<file path="config.mk">
export PLATFORM = sky130hd
export DESIGN_NAME = bin2bcd_streamer
export DESIGN_NICKNAME = d
export VERILOG_FILES = /design/src/rtl/bin2bcd_pkg.sv /design/src/rtl/bin2bcd_streamer_add3.sv /design/src/rtl/bin2bcd_streamer.sv
export SDC_FILE = /design/constraint.sdc
export NUM_CORES = 1
export LEC_CHECK = 0
export BUFFER_PORTS_ARGS = -buffer_cell sky130_fd_sc_hd__buf_4
export CORE_MARGIN = 2
export CORE_UTILIZATION = 47
export DETAILED_ROUTE_END_ITERATION = 12
export PLACE_DENSITY = 0.67
export SLEW_MARGIN = 0
export SYNTH_ARGS = -nofsm -noshare
export SYNTH_HDL_FRONTEND = slang
export SYNTH_SLANG_ARGS = --single-unit
</file>
<file path="constraint.sdc">
create_clock -name clk -period 1.6 [get_ports clk]
set_clock_uncertainty 0.15 [all_clocks]
set_input_delay 0.24 -clock clk [delete_from_list [all_inputs] [get_ports clk]]
set_output_delay 0.24 -clock clk [all_outputs]
set_load 0.01 [all_outputs]
</file>
<file path="src/rtl/bin2bcd_pkg.sv">
// -----------------------------------------------------------------------------
// bin2bcd_pkg
// Shared definitions for the binary-to-BCD streamer.
//   - state_e   : FSM state encoding (IDLE, CONVERT, EMIT)
//   - BCD_NIB_W : width of one BCD digit
//   - cnt_w()   : counter width helper (at least one bit)
// Optional feature macro used by the top: BIN2BCD_LZS_EN
// -----------------------------------------------------------------------------
package bin2bcd_pkg;

    localparam int BCD_NIB_W = 4;

    typedef enum logic [1:0] {
        IDLE    = 2'd0,
        CONVERT = 2'd1,
        EMIT    = 2'd2
    } state_e;

    // Bits needed to count 0..n-1, never less than one.
    function automatic int cnt_w(input int n);
        return (n <= 2) ? 1 : $clog2(n);
    endfunction

endpackage

</file>
<file path="src/rtl/bin2bcd_streamer_add3.sv">
// -----------------------------------------------------------------------------
// bcd_add3
// Combinational double-dabble correction cell: nibbles of 5 or more get +3 so
// that the following left shift carries correctly into the next BCD digit.
// Ports:
//   i_nib : BCD nibble before correction
//   o_nib : corrected nibble
// -----------------------------------------------------------------------------
module bcd_add3
    import bin2bcd_pkg::*;
(
    input  logic [BCD_NIB_W-1:0] i_nib,
    output logic [BCD_NIB_W-1:0] o_nib
);

    assign o_nib = (i_nib >= 4'd5) ? (i_nib + 4'd3) : i_nib;

endmodule

</file>
<file path="src/rtl/bin2bcd_streamer.sv">
// -----------------------------------------------------------------------------
// bin2bcd_streamer
// Accepts one unsigned binary word, converts it to BCD with serial
// double-dabble (one bit per clock) and streams the digits MSD-first, one
// nibble per handshake, with first/last framing.
// Optional feature: define BIN2BCD_LZS_EN for leading-zero suppression
// (at least one digit is always emitted).
// Handshake: a transfer happens on a rising edge where valid && ready are both
// high; valid never depends combinationally on ready, and while valid is high
// and ready low the payload (digit/first/last) holds stable.
// Ports:
//   clk, reset    : clock, synchronous active-high reset
//   i_in_valid    : i_in_data valid
//   o_in_ready    : block can accept a word (IDLE only)
//   i_in_data     : unsigned binary word
//   o_out_valid   : o_out_digit valid
//   i_out_ready   : consumer takes the digit
//   o_out_digit   : BCD digit 0..9
//   o_out_first   : first digit of the number
//   o_out_last    : last digit (LSD) of the number
//   o_dbg_state   : current FSM state (debug)
// -----------------------------------------------------------------------------
module bin2bcd_streamer
    import bin2bcd_pkg::*;
#(
    parameter int BIN_W  = 16,
    parameter int DIGITS = 5
) (
    input  logic             clk,
    input  logic             reset,
    input  logic             i_in_valid,
    output logic             o_in_ready,
    input  logic [BIN_W-1:0] i_in_data,
    output logic             o_out_valid,
    input  logic             i_out_ready,
    output logic [3:0]       o_out_digit,
    output logic             o_out_first,
    output logic             o_out_last,
    output logic [1:0]       o_dbg_state
);

    localparam int BCD_W = BCD_NIB_W * DIGITS;
    localparam int SR_W  = BCD_W + BIN_W;
    localparam int BC_W  = cnt_w(BIN_W);
    localparam int DI_W  = cnt_w(DIGITS);

    localparam logic [1:0] S_IDLE    = 2'(IDLE);
    localparam logic [1:0] S_CONVERT = 2'(CONVERT);
    localparam logic [1:0] S_EMIT    = 2'(EMIT);

    // The largest input must fit in DIGITS decimal digits.
    if (64'(10) ** DIGITS <= (64'(1) << BIN_W) - 64'(1)) begin : g_bad_cfg
        $error("bin2bcd_streamer: DIGITS too small for BIN_W");
    end

    logic [1:0]       r_state;
    logic [SR_W-1:0]  r_sr;        // {bcd, bin}
    logic [BC_W-1:0]  r_bit_cnt;
    logic [DI_W-1:0]  r_dig_idx;
    logic             r_first;

    logic [BCD_W-1:0] w_bcd_adj;
    logic [SR_W-1:0]  w_sr_shift;
    logic [DI_W-1:0]  w_start_idx;
    logic             w_out_valid;

    for (genvar g = 0; g < DIGITS; g++) begin : g_add3
        bcd_add3 u_add3 (
            .i_nib (r_sr[BIN_W + g*BCD_NIB_W +: BCD_NIB_W]),
            .o_nib (w_bcd_adj[g*BCD_NIB_W +: BCD_NIB_W])
        );
    end

    assign w_sr_shift = {w_bcd_adj, r_sr[BIN_W-1:0]} << 1;

    // Start index is computed from the value the final shift produces, so the
    // first digit is ready on the same edge that enters EMIT.
`ifdef BIN2BCD_LZS_EN
    always_comb begin
        w_start_idx = '0;
        for (int k = 0; k < DIGITS; k++) begin
            if (w_sr_shift[BIN_W + k*BCD_NIB_W +: BCD_NIB_W] != '0) begin
                w_start_idx = DI_W'(k);
            end
        end
    end
`else
    assign w_start_idx = DI_W'(DIGITS - 1);
`endif

    always_ff @(posedge clk) begin
        if (reset) begin
            r_state   <= S_IDLE;
            r_sr      <= '0;
            r_bit_cnt <= '0;
            r_dig_idx <= '0;
            r_first   <= 1'b0;
        end else begin
            case (r_state)
                S_IDLE: begin
                    if (i_in_valid) begin
                        r_sr      <= {{BCD_W{1'b0}}, i_in_data};
                        r_bit_cnt <= BC_W'(BIN_W - 1);
                        r_state   <= S_CONVERT;
                    end
                end
                S_CONVERT: begin
                    r_sr      <= w_sr_shift;
                    r_bit_cnt <= r_bit_cnt - 1'b1;
                    if (r_bit_cnt == '0) begin
                        r_state   <= S_EMIT;
                        r_dig_idx <= w_start_idx;
                        r_first   <= 1'b1;
                    end
                end
                S_EMIT: begin
                    if (i_out_ready) begin
                        r_first   <= 1'b0;
                        r_dig_idx <= r_dig_idx - 1'b1;
                        if (r_dig_idx == '0) begin
                            r_state <= S_IDLE;
                        end
                    end
                end
                default: r_state <= S_IDLE;
            endcase
        end
    end

    assign w_out_valid = (r_state == S_EMIT);
    assign o_in_ready  = (r_state == S_IDLE);
    assign o_out_valid = w_out_valid;
    assign o_out_digit = w_out_valid ? r_sr[BIN_W + 4*int'(r_dig_idx) +: 4] : 4'd0;
    assign o_out_first = w_out_valid & r_first;
    assign o_out_last  = w_out_valid & (r_dig_idx == '0);
    assign o_dbg_state = r_state;

endmodule

</file>
* Word level (Yosys, flattened, before mapping)
Cells that the tools add are included.
Cells by class: reduce and logical (&&, ||, !) cells 8, bitwise logic cells 2, mux-type cells 21, eq/ne operators 6, add/sub/neg operators 8, shifts and indexed selects 1, order comparisons 5
Operator list (count):
- one-hot mux 36 bit (2 select lines) | 1
- 2-to-1 mux 36 bit | 1
- indexed part select 36 x 7 -> 4 bit | 1
- 2-to-1 mux 4 bit | 6
- greater-or-equal comparator 4 x 3 -> 1 bit (second input constant) | 5
- adder 4 x 2 -> 4 bit (second input constant) | 4
- 2-to-1 mux 3 bit | 3
- 2-to-1 mux 2 bit | 4
- one-hot mux 4 bit (2 select lines) | 1
- adder 5 x 5 -> 6 bit (first input constant) | 1
- != test 2 bit (second input constant) | 3
- one-hot mux 2 bit (3 select lines) | 1
- one-hot mux 3 bit (2 select lines) | 1
- logical NOT 4 bit | 1
- AND reduction 4 bit | 1
- nonzero test 2 bit | 2
- subtractor 4 x 1 -> 4 bit (second input constant) | 1
- adder 3 x 2 -> 3 bit (second input constant) | 1
- logical NOT 3 bit | 1
- AND reduction 3 bit | 1
- subtractor 3 x 1 -> 3 bit (second input constant) | 1
- AND 1 bit | 2
- == test 2 x 1 -> 1 bit (second input constant) | 1
- == test 2 bit (second input constant) | 1
- other kinds (5) | 6
Word-level totals: input port bits 20, register bits 46, logic and storage cells 56

* Depth between registers and ports, before layout
depth in word-level cells 4, mapped depth 6, gate-level depth less buffers 6

* Modules after synthesis
Synthesis repeated with hierarchy kept, for this count alone.
Second synthesis, totals: cell total of the unflattened synthesis 348, area, all modules 2850.2 um^2
By module, submodules not included:
- bin2bcd_streamer | times used 1, area each 2343.5 um^2, sequential area each 920.9 um^2, cells an instance 268
- bcd_add3 | times used 5, area each 101.3 um^2, sequential area each 0.0 um^2, cells an instance 16

* Least setup slack after synthesis
Ideal clock, no wire load.
kind flip-flop to output port, from register r_state[1] (netlist: o_dbg_state[1]), to output o_out_digit[2], buffers on the path 2, arrival time 1.185 ns, stages on the path, launching flop included 6, setup slack 0.025 ns, path through dfxtp_1 -> buf_4 -> nor2b_1 -> buf_2 -> nand3b_1 -> o22ai_1
On the way: longest elaborated chain between the ends 2
Ends and longest elaborated chain:
- from (decl) | line bin2bcd_streamer.sv:56 | logic [1:0] r_state;
- from (signal assigned) | line bin2bcd_streamer.sv:93 | r_state <= S_IDLE;
- from (signal assigned) | line bin2bcd_streamer.sv:104 | r_state <= S_CONVERT;
- from (signal assigned) | line bin2bcd_streamer.sv:111 | r_state <= S_EMIT;
- == test 2 bit | line bin2bcd_streamer.sv:130 | assign w_out_valid = (r_state == S_EMIT);
- net o_out_valid | line bin2bcd_streamer.sv:34 | output logic o_out_valid,
- 2-to-1 mux 4 bit | line bin2bcd_streamer.sv:133 | assign o_out_digit = w_out_valid ? r_sr[BIN_W + 4*int'(r_dig_idx) +: 4] : 4'd0;
- to (decl) | line bin2bcd_streamer.sv:36 | output logic [3:0] o_out_digit,
The timed path passes the listed nets, and every way through them passes these cells.

* Final worst setup path
from register r_dig_idx[2], to output o_out_digit[3]
On the way: longest elaborated chain between the ends 3
Ends and longest elaborated chain:
- from (decl) | line bin2bcd_streamer.sv:59 | logic [DI_W-1:0] r_dig_idx;
- from (signal assigned) | line bin2bcd_streamer.sv:112 | r_dig_idx <= w_start_idx;
- from (signal assigned) | line bin2bcd_streamer.sv:119 | r_dig_idx <= r_dig_idx - 1'b1;
- adder 5 x 5 -> 6 bit | line bin2bcd_streamer.sv:133
- indexed part select 36 x 7 -> 4 bit | line bin2bcd_streamer.sv:133
- 2-to-1 mux 4 bit | line bin2bcd_streamer.sv:133
Every way passes these cells.

==> flow_summary.toml <==
[detailed_routing]
remaining_drc_errors = 0
wire_per_inst_um = 12.90
routed_via_density = 5.221
drt-pass1-iter-count = 4
drt_iter0_drc = 81
vias = 2245
drtAntennaViolNets = 0
routed_wl_mm = 5.548

[critical_path]
crit_chain = "buf_4 -> nand3b_1 -> o22ai_1 -> buf_4"
reg2reg_from = "r_sr[32]"
slowest_stage = "dfxtp_4"
path_max_fanout = 5
crit_family = "flip-flops"
crit_type = "reg2out"
cp_slowest_stage_delay_ns = 0.38
end_kind = "output pin"
worst_path_most_repeated_cell = "buf_4"
path_buf_inv = 2
cp_data_arrival_time_ns = 1.39
critPathLaunch = "r_dig_idx[2]"
start_kind = "flip-flop"
required_ns = 1.21

[timing]
max_freq_mhz = 562.3
post-route-period-util_pct = 111.2
worstMarginPinSlew_ns = 0.3679
hold_ws_ns = 0.08810
setup_violations = 6
timing.final.ws_setup_ns = -0.1785
hold_viol = 0
report.final.slew_viol_count = 0
rsz0062_at_grt = "true"
setup_tns_ns = -0.8049
finalCriticalPeriod_ns = 1.778
max_slew_margin_pct = 75.42

[placement]
io_buffer_count = 29
place_ws_ns = -0.03069
dp.cells = 420
gp_congestion = 0.8062
dpl.hpwl_mm = 3.848

[global_routing]
grt_first_pass_wirelength_mm = 9.425
grt_usage_pct = 18.92
grt_overflow_total = 0
grt_max_degree = 23
grt_pass1_vias = 2081
antenna_found_initial = 0

[logic_synthesis]
ys_seq_area_share_pct = 35.78
yosysUniqueCellTypes = 31
synth-async-reset-ratio_pct = 0
avgSynthCellArea_um2 = 7.993
netlist_area_mm2 = 0.002574
synth-edff-count = 0
synth_top_area_share_pct = 35.78
yosys_warnings = 0
synth_commonest_cells = "nor2_1 (62), dfxtp_1 (46), a21oi_1 (35)"
synth.most_common_cell = "nor2_1"
netlist_instances = 322
synth.net_count = 356
netlist_top_cells_area = "dfxtp_1 (36%), nor2_1 (9.0%), a21oi_1 (6.8%)"
synth-main-ff-cell = "dfxtp_1"
yosysTopAreaCell = "dfxtp_1"
ys_ff_latch = 46

[final_layout]
antenna_cells = 0
fin_cells = 430
fillCellCount = 480
areaGrowthSynthToFinish_pct = 22.90
drive_gt1_share_pct = 24.72
nets = 394

[status]
violations = "negative setup slack"
outcome = "finished with violations"

[clock_tree]
cts_made_buffers = 5
root_buffer = "clkbuf_8"
clk_latency_ns = 0.29
clockBufferDepth = 2
clk_pin_slew_worst_paths_ns = 0.08
cts_max_level = 2
cts_sinks = 46
cts_tree = "done"
holdBufCountCts = 0

[die]
num_rows = 26
dieWidth_um = 78
core-area_mm2 = 0.005205
ios = 30
die_h_um = 78
design.die.area_mm2 = 0.006084
start_util_pct = 49.45

[run]
cap_violations = 0

[pwr]
power.density_mw_per_mm2 = 833.0
power_leakage_nw = 1.307
peakVddDrop_uv = 427.0

[worst_hold_path]
hold_path_class = "in2reg"
holdCritStartpoint = "i_out_ready"
-- final cells by class --
cell class	instances	area, um2	share of cell area (%)
clock inverters	1	30.03	0.9494
well taps	70	87.58	2.769
multi-input cells	241	1545	48.85
clock buffers	6	82.58	2.611
inverters	14	52.55	1.661
flip-flops and latches	46	935.9	29.59
repair buffers	52	429.2	13.57
-- per-layer routing --
metal / vias up / GRT usage, % / share of wire (%)
met1: 1048 / 25.05 / 49
met5: - / 0 / 0
met3: 2 / 3.372 / 2.8
li1: 1168 / - / -
met2: 27 / 31.72 / 48
met4: 0 / 5.088 / 0.38
-- worst reg2reg max path: cells and delay by family (launching register included) --
family | cells | cell delay [ns]
AO/OA/AOI/OAI | 2 | 0.27
XOR/XNOR | 1 | 0.13
adder cells (fa/ha/maj) | 1 | 0.23
buffers and inverters | 1 | 0.09
flip-flops | 1 | 0.48
AND/OR/NAND/NOR | 1 | 0.09
-- report_power, final --
part	internal, mW	switching, mW	leakage [nW]
clock network	0.500	0.370	0.0573
registers	1.22	0.0462	0.381
logic	0.235	0.265	0.869
-- cells by family after synthesis --
family | count (synthesis) | share of synthesized area [%]
adders and majority gates | 14 | 6.806
and+or+nand+nor | 134 | 25.72
xor gates and xnor gates | 10 | 3.403
muxes | 13 | 5.056
AOI/OAI and AO/OA | 70 | 16.67
DFF | 46 | 35.78
buffers and inverters | 35 | 6.563
-- layout by cell type, fill, tap and decap left out, drive strengths merged, types with 5 or more instances in the layout --
cell	count
xor2	5
o21ai	11
nor2b	17
inv	14
nand3	8
a21oi	35
a22o	14
dfxtp	46
xnor2	5
nor3	22
nand2b	8
clkbuf	6
mux2i	13
buf	52
ha	14
nor2	66
nand3b	6
-- through the flow --
stage / total power [mW] / utilization (%) / area [um2]
5_1_grt: 2.773 / 60.77 / 3163
4_1_cts: 2.638 / 59.11 / 3077
3_5_place_dp: 1.759 / 56.20 / 2925
3_3_place_gp: 1.752 / 56.20 / 2925
2_1_floorplan: 1.617 / - / 2574
6_report: 2.635 / 60.77 / 3163
-- timing repair --
action	4_1_cts	5_1_grt
resized for setup	12	23
pin swaps	1	6
buffers inserted	1	2
setup endpoints to repair	10	22
-- flip-flops by register name, summed over array words and instances (netlist names) --
register,cells
r_sr,36
r_bit_cnt,4
r_dig_idx,3
o_dbg_state,2
r_first,1
-- final timing paths --
check / end / slack (ns) / cells past startpoint
worst max-delay path: o_out_digit[3] / -0.18 / 4
worst min-delay path: r_dig_idx[0] / 0.09 / 3
worst max register to register: r_sr[33] / 0.05 / 6
worst min register to register: r_first / 0.32 / 2
Power figures use the tool's default switching activity.
